==> src/rtl/tt_um_nefelimet_quad_decoder.sv <==
// tt_um_nefelimet_quad_decoder: glitch-filtered 4x quadrature decoder with an 8-bit wrapping position.
// Define QUAD_INDEX_EN to add the synchronised/filtered Z index input that zeroes the position.
module tt_um_nefelimet_quad_decoder #(
  parameter int FILT_CYCLES = 3
) (
  input  logic       clk,
  input  logic       rst_n,
  input  logic       ena,
  input  logic [7:0] ui_in,
  output logic [7:0] uo_out,
  input  logic [7:0] uio_in,
  output logic [7:0] uio_out,
  output logic [7:0] uio_oe
);
`ifdef QUAD_INDEX_EN
  localparam int NF = 3;
`else
  localparam int NF = 2;
`endif
  localparam logic [3:0] FLAST = 4'(FILT_CYCLES - 1);
  logic [NF-1:0] s1_q, s2_q, f_q, f_d;
  logic [NF-1:0][3:0] cnt_q, cnt_d;
  logic [1:0] idx_q, idx_d, dlt;
  logic [7:0] pos_q, pos_d;
  logic dir_q, dir_d, step_q, step_d, err_q, err_d, wrap_q, wrap_d;
  logic clr, inv, up, dn, ill, zrise;
  logic unused;
  always_comb begin
    f_d = f_q;
    cnt_d = '0;
    for (int i = 0; i < NF; i++) begin
      if (s2_q[i] != f_q[i]) begin
        if (cnt_q[i] == FLAST) f_d[i] = s2_q[i];
        else cnt_d[i] = cnt_q[i] + 4'd1;
      end
    end
  end
`ifdef QUAD_INDEX_EN
  logic zp_q;
  assign zrise = f_q[2] & ~zp_q & ui_in[5];
  assign unused = &{1'b0, ena, uio_in, ui_in[7:6]};
  always_ff @(posedge clk or negedge rst_n) begin
    if (!rst_n) zp_q <= 1'b0;
    else zp_q <= f_q[2];
  end
`else
  assign zrise = 1'b0;
  assign unused = &{1'b0, ena, uio_in, ui_in[7:5], ui_in[2]};
`endif
  // Gray state {A,B} mapped onto a 2-bit ring so the step is a modulo-4 difference
  assign idx_d = {f_q[0], f_q[0] ^ f_q[1]};
  assign dlt = idx_d - idx_q;
  assign ill = dlt == 2'd2;
  assign clr = ui_in[3];
  assign inv = ui_in[4];
  assign up = inv ? dlt == 2'd3 : dlt == 2'd1;
  assign dn = inv ? dlt == 2'd1 : dlt == 2'd3;
  always_comb begin
    step_d = !clr && !zrise && (up || dn);
    pos_d = (clr || zrise) ? 8'd0 : up ? pos_q + 8'd1 : dn ? pos_q - 8'd1 : pos_q;
    dir_d = step_d ? up : dir_q;
    err_d = !clr && (err_q || ill);
    wrap_d = !clr && (wrap_q || (step_d && (up ? pos_q == 8'hFF : pos_q == 8'h00)));
  end
  always_ff @(posedge clk or negedge rst_n) begin
    if (!rst_n) begin
      s1_q <= '0;
      s2_q <= '0;
      f_q <= '0;
      cnt_q <= '0;
      idx_q <= '0;
      pos_q <= '0;
      dir_q <= 1'b0;
      step_q <= 1'b0;
      err_q <= 1'b0;
      wrap_q <= 1'b0;
    end else begin
      s1_q <= ui_in[NF-1:0];
      s2_q <= s1_q;
      f_q <= f_d;
      cnt_q <= cnt_d;
      idx_q <= idx_d;
      pos_q <= pos_d;
      dir_q <= dir_d;
      step_q <= step_d;
      err_q <= err_d;
      wrap_q <= wrap_d;
    end
  end
  assign uo_out = pos_q;
  assign uio_out = {4'b0000, wrap_q, err_q, step_q, dir_q};
  assign uio_oe = 8'h0F;
endmodule

==> config.mk <==
export PLATFORM = sky130hd
export DESIGN_NAME = tt_um_nefelimet_quad_decoder
export DESIGN_NICKNAME = d
export VERILOG_FILES = /design/src/rtl/tt_um_nefelimet_quad_decoder.sv
export SDC_FILE = /design/constraint.sdc
export NUM_CORES = 1
export LEC_CHECK = 0
export BUFFER_PORTS_ARGS = -buffer_cell sky130_fd_sc_hd__buf_4
export CAP_MARGIN = 10
export CORE_AREA = 2 2 68 70
export DETAILED_ROUTE_END_ITERATION = 16
export DIE_AREA = 0 0 70 72
export SYNTH_ARGS = -nofsm -noshare
export SYNTH_HDL_FRONTEND = slang
export SYNTH_SLANG_ARGS = --single-unit
==> constraint.sdc <==
create_clock -name clk -period 2.9 [get_ports clk]
set_clock_uncertainty 0.1 [all_clocks]
set_input_delay 0.435 -clock clk [delete_from_list [all_inputs] [get_ports clk]]
set_output_delay 0.435 -clock clk [all_outputs]
set_load 0.02 [all_outputs]
==> Yosys cells after proc, flatten, opt, wreduce, memory -nomap -nowiden <==
Cells that the tools add are included.
{ "totals": {"out_inout_bits": 24, "word_cells": 48, "ff_bits": 28} }
{ "classes": {"eq_ne": 8, "muxes": 10, "n_reduce_logical": 12, "add_sub_neg": 5, "bitwise": 1} }
{ "ops": {"columns": ["cell", "n"], "rows": [
  ["two-way mux 8 bit", 3],
  ["two-way mux 4 bit", 4],
  ["adder 4 x 1 -> 4 bit, second input constant", 2],
  ["adder 8 x 1 -> 8 bit, second input constant", 1],
  ["== test 4 x 2 -> 1 bit, second input constant", 2],
  ["== test 8 bit, second input constant", 1],
  ["logical NOT 8 bit", 1],
  ["subtractor 8 x 1 -> 8 bit, second input constant", 1],
  ["== test 2 bit, second input constant", 2],
  ["logical AND 1 bit", 4],
  ["AND reduction 2 bit", 2],
  ["logical OR 1 bit", 3],
  ["two-way mux 1 bit", 3],
  ["nonzero test 3 bit", 1],
  ["== test 2 x 1 -> 1 bit, second input constant", 1],
  ["!= test 1 bit", 2],
  ["subtractor 2 bit", 1],
  ["logical NOT 1 bit", 1],
  ["bitwise XOR 1 bit", 1]
]} }

==> Logic depth before layout (Yosys ltp) <==
{ "logic_depth": {"ltp_word": 9, "mapped_depth": 13, "mapped_depth_nobuf": 13} }

==> Least setup slack after synthesis <==
Ideal clock, no wire load.
{ "synth_timing": {"path_kind": "register to register", "start": "register f_q[0]", "end": "register pos_q[6] (netlist: uo_out[6])", "arrival_time_ns": 2.968, "required_ns": 2.678, "stages_incl_launch_ff": 14, "period_less_slack_ns": 3.190, "slack_ns": -0.290, "setup_time_ns": 0.122, "cell_sequence": "dfrtp_1 > xnor2_1 > ha_1 > xnor3_2 > xnor2_2 > nor2_1 > inv_2 > ha_1 > and2_1 > a21oi_1 > a311o_1 > o311ai_1 > mux2i_1 > nand2_1"} }
{ "synth_via": {"elab_chain_cells": 6, "word_cells_on_any_way": 9, "classes_between": "add/sub (1); eq/ne (2); mux (4); bitwise (1); reduce/logical (1)"} }
{ "synth_lines": {"columns": ["element", "line_no", "text"], "rows": [
  ["start: declaration", "21", "logic [NF-1:0] s1_q, s2_q, f_q, f_d;"],
  ["start signal: assignment", "69", "f_q <= '0;"],
  ["start signal: assignment", "80", "f_q <= f_d;"],
  ["bitwise XOR 1 bit", "51", "assign idx_d = {f_q[0], f_q[0] ^ f_q[1]};"],
  ["subtractor 2 bit *", "52", "assign dlt = idx_d - idx_q;"],
  ["== test 2 x 1 -> 1 bit or == test 2 bit (tied branches)", "56, 57", null],
  ["two-way mux 1 bit", "56", "assign up = inv ? dlt == 2'd3 : dlt == 2'd1;"],
  ["two-way mux 8 bit (2 in a row)", "60", "pos_d = (clr || zrise) ? 8'd0 : up ? pos_q + 8'd1 : dn ? pos_q - 8'd1 : pos_q;"],
  ["end signal: assignment", "83", "pos_q <= pos_d;"],
  ["end: declaration", "24", "logic [7:0] pos_q, pos_d;"]
]} }
Mark *: on every way between the ends. The rest lies on a longest branch, timed or not.
A chain may end at the register's enable or synchronous reset.

==> Worst setup path in the final report <==
{ "layout_timing": {"start": "register f_q[1]", "end": "register pos_q[7] (netlist: uo_out[7])"} }
{ "layout_via": {"elab_chain_cells": 6, "word_cells_on_any_way": 9, "classes_between": "add/sub (1); eq/ne (2); mux (4); bitwise (1); reduce/logical (1)"} }
{ "layout_lines": {"columns": ["element", "line_no"], "rows": [
  ["bitwise XOR 1 bit *", "51"],
  ["subtractor 2 bit *", "52"],
  ["== test 2 x 1 -> 1 bit or == test 2 bit (tied branches)", "56, 57"],
  ["two-way mux 1 bit", "56"],
  ["two-way mux 8 bit (2 in a row)", "60"]
]} }
Marked as above.

==> flow_metrics.env <==
export IMPL_status="finished with violations"
export IMPL_violations="setup timing"
export IMPL_wl_per_cell_um=13.6
export IMPL_holdPathStages=1
export IMPL_setup_worst_path_end_class="flop"
export IMPL_cp_arrival_ns=2.96
export IMPL_nets=232
export IMPL_drc_errors=0
export IMPL_grt_max_degree=29
export IMPL_die_x_um=70
export IMPL_hp_class="input port to flop"
export IMPL_cts_sinks=28
export IMPL_worst_path_stages=14
export IMPL_io_buffers=17
export IMPL_synth_edf_count=0
export IMPL_stdcell_area_um2=2050
export IMPL_setup_violations=1
export IMPL_finalCriticalPeriod_ns=2.90
export IMPL_grt_usage_pct=14.6
export IMPL_die_y_um=72
export IMPL_crit_fanout=5
export IMPL_numCtsBuffers=3
export IMPL_synth_common_cells="dfrtp_1, nor2_1, buf_4, a21oi_1, nand2_1"
export IMPL_hpwl_um=2420
export IMPL_yosys_cell_count_top_type="dfrtp_1"
export IMPL_worst_slack_ns=-0.000278
export IMPL_antenna_found_initial=0
export IMPL_synthDistinctLibCells=37
export IMPL_critPathKind="flop to flop"
export IMPL_dpl_instance_area_um2=1890
export IMPL_firstDrtPassIters=4
export IMPL_diodes=0
export IMPL_dieArea_um2=5040
export IMPL_place_congestion=0.796
export IMPL_ys_warnings_count=0
export IMPL_cts_root_buf="clkbuf_8"
export IMPL_grt_pass1_wl_um=6000
export IMPL_drive_gt1_share_pct=30.0
export IMPL_ios=43
export IMPL_synth_top_cell_by_area="dfrtp_1"
export IMPL_path_delay_family="simple AND/OR/NAND/NOR gates"
export IMPL_insertion_delay_ns=0.28
export IMPL_synth_ff_type="dfrtp_1"
export IMPL_ant_nets=0
export IMPL_grt_pass1_vias=1292
export IMPL_ys_seq_area_share_pct=42.2
export IMPL_async_reset_ff_share_pct=100
export IMPL_critPathSlowestCell="dfrtp_1"
export IMPL_ctsHtreeMaxLevel=1
export IMPL_clkTransAtPathRegs_ns=0.10
export IMPL_slowest_delay_ns=0.42
export IMPL_fmax_ghz=0.345
export IMPL_ctsLongestPathBuffers=2
export IMPL_holdWs_ns=0.156
export IMPL_rows=24
export IMPL_tritoncts="built"
export IMPL_coreArea_um2=4260
export IMPL_worstPathRequired_ns=2.96
export IMPL_drv_slew=0
export IMPL_period_share_pct=100
export IMPL_drv_cap=0
export IMPL_worstSetupStartpointType="flop"
export IMPL_synth_seq_cells=28
export IMPL_r2r_cells=14
export IMPL_synth_area_per_cell_um2=9.54
export IMPL_path_cells="xnor2_2 -> ha_2 -> xnor3_2 -> xnor2_4 -> nor2_4 -> inv_4 -> ha_4 -> and2_4 -> nand4_1 -> nor3_1 -> a211oi_2 -> buf_4 -> nand3_1 -> o221ai_2"
export IMPL_vias_per_cell=5.06
export IMPL_vias=1290
export IMPL_pre_cts_ws_ns=-0.0294
export IMPL_area_growth_pct=23.8
export IMPL_drt_wl_total_um=3460
export IMPL_netlist_area_leader_share_pct=42.2
export IMPL_initial_core_util_pct=38.9
export IMPL_synth_area_top_cells="dfrtp_1, buf_4, ha_1, nor2_1, xnor2_1"
export IMPL_drt_iter0_drc=57
export IMPL_synthCells=174
export IMPL_finalHoldViolCount=0
export IMPL_rsz0062_at_grt="true"
export IMPL_syn_cell_area_um2=1660
export IMPL_grt_overflow_total=0
export IMPL_worst_path_buf_inv=2
## path summary, 6_finish.rpt
kind,from,slack (ns),end
max,f_q[1]$_DFFE_PN0P_,-0.0003,uo_out[7]$_DFFE_PN0P_
min,ui_in[1],0.16,s1_q[1]$_DFF_PN0_
max reg2reg,f_q[1]$_DFFE_PN0P_,-0.0003,uo_out[7]$_DFFE_PN0P_
min reg2reg,s1_q[1]$_DFF_PN0_,0.26,s2_q[1]$_DFF_PN0_
max in group asynchronous,rst_n,1.94,uo_out[7]$_DFFE_PN0P_
min in group asynchronous,rst_n,0.50,cnt_q[4]$_DFF_PN0_
## layout make-up
class                   count  area, µm²
clock inverters             1       30.0
well taps                  52       65.1
multi-input cells         127        916
flip-flops and latches     28        701
fillers                   426       2210
inverters                   9       36.3
repair buffers             35        265
clock buffers               3       41.3
## flip-flops by register name (all words and copies together), names as in the netlist
| name | count |
|---|---|
| f_q | 2 |
| step_q | 1 |
| idx_q | 2 |
| cnt_q | 8 |
| wrap_q | 1 |
| uo_out | 8 |
| s1_q | 2 |
| dir_q | 1 |
| err_q | 1 |
| s2_q | 2 |
## placed cells by master (no fill, tap or decap), types with 2 or more instances in the layout
cell type and instances:
xnor2_1 7, nor4_1 2, mux2_2 3, ha_4 2
conb_1 12, a21oi_2 3, clkbuf_8 3, a21oi_1 8
o21ai_0 4, dfrtp_1 28, o21a_1 2, xor2_1 5
nand2_1 11, ha_2 2, a211oi_1 2, nand4_1 3
a211oi_2 2, inv_1 8, buf_4 34, or3_1 2
nor2_1 23, nor3_1 4, ha_1 5, nand3_1 5
mux2i_1 2
## logic make-up (layout without fill, tap and decap cells)
kind of cell               Yosys count  after routing  synth area share, %
AOI/OAI and AO/OA                   28             28                 11.2
xor gates and xnor gates            16             16                 10.3
adders and majority gates            9              9                 6.79
buffers and inverters               29             48                 10.3
DFF                                 28             28                 42.2
muxes                                5              5                 3.24
other                                2             12                0.453
and+or+nand+nor                     57             57                 15.6
## timing repair
item / CTS / global route
pin swaps: 1 / 9
setup buffers: 0 / 5
setup endpoints to repair: 4 / 4
hold buffers: 1 / 0
gates resized for setup: 1 / 10
hold endpoints to repair: 28 / 0
## metal layers
metal / vias up / routed length [µm] / GRT usage, %
met1: 631 / 1500 / 18.3
met3: 4 / 151 / 1.81
li1: 618 / - / -
met2: 37 / 1770 / 25.9
met5: - / 0 / 0
met4: 0 / 46 / 5.34
## through the flow
step            TNS (ns)  cells  util [%]
2_1_floorplan   -0.00539    184         -
3_3_place_gp           0    245      44.3
3_5_place_dp     -0.0517    245      44.3
4_1_cts                0    250      46.4
5_1_grt           -0.413    255      48.2
6_report       -0.000278    255      48.2
Power is not shown: default switching activity piles up to over one toggle a cycle in this logic, so the estimate is an artifact.
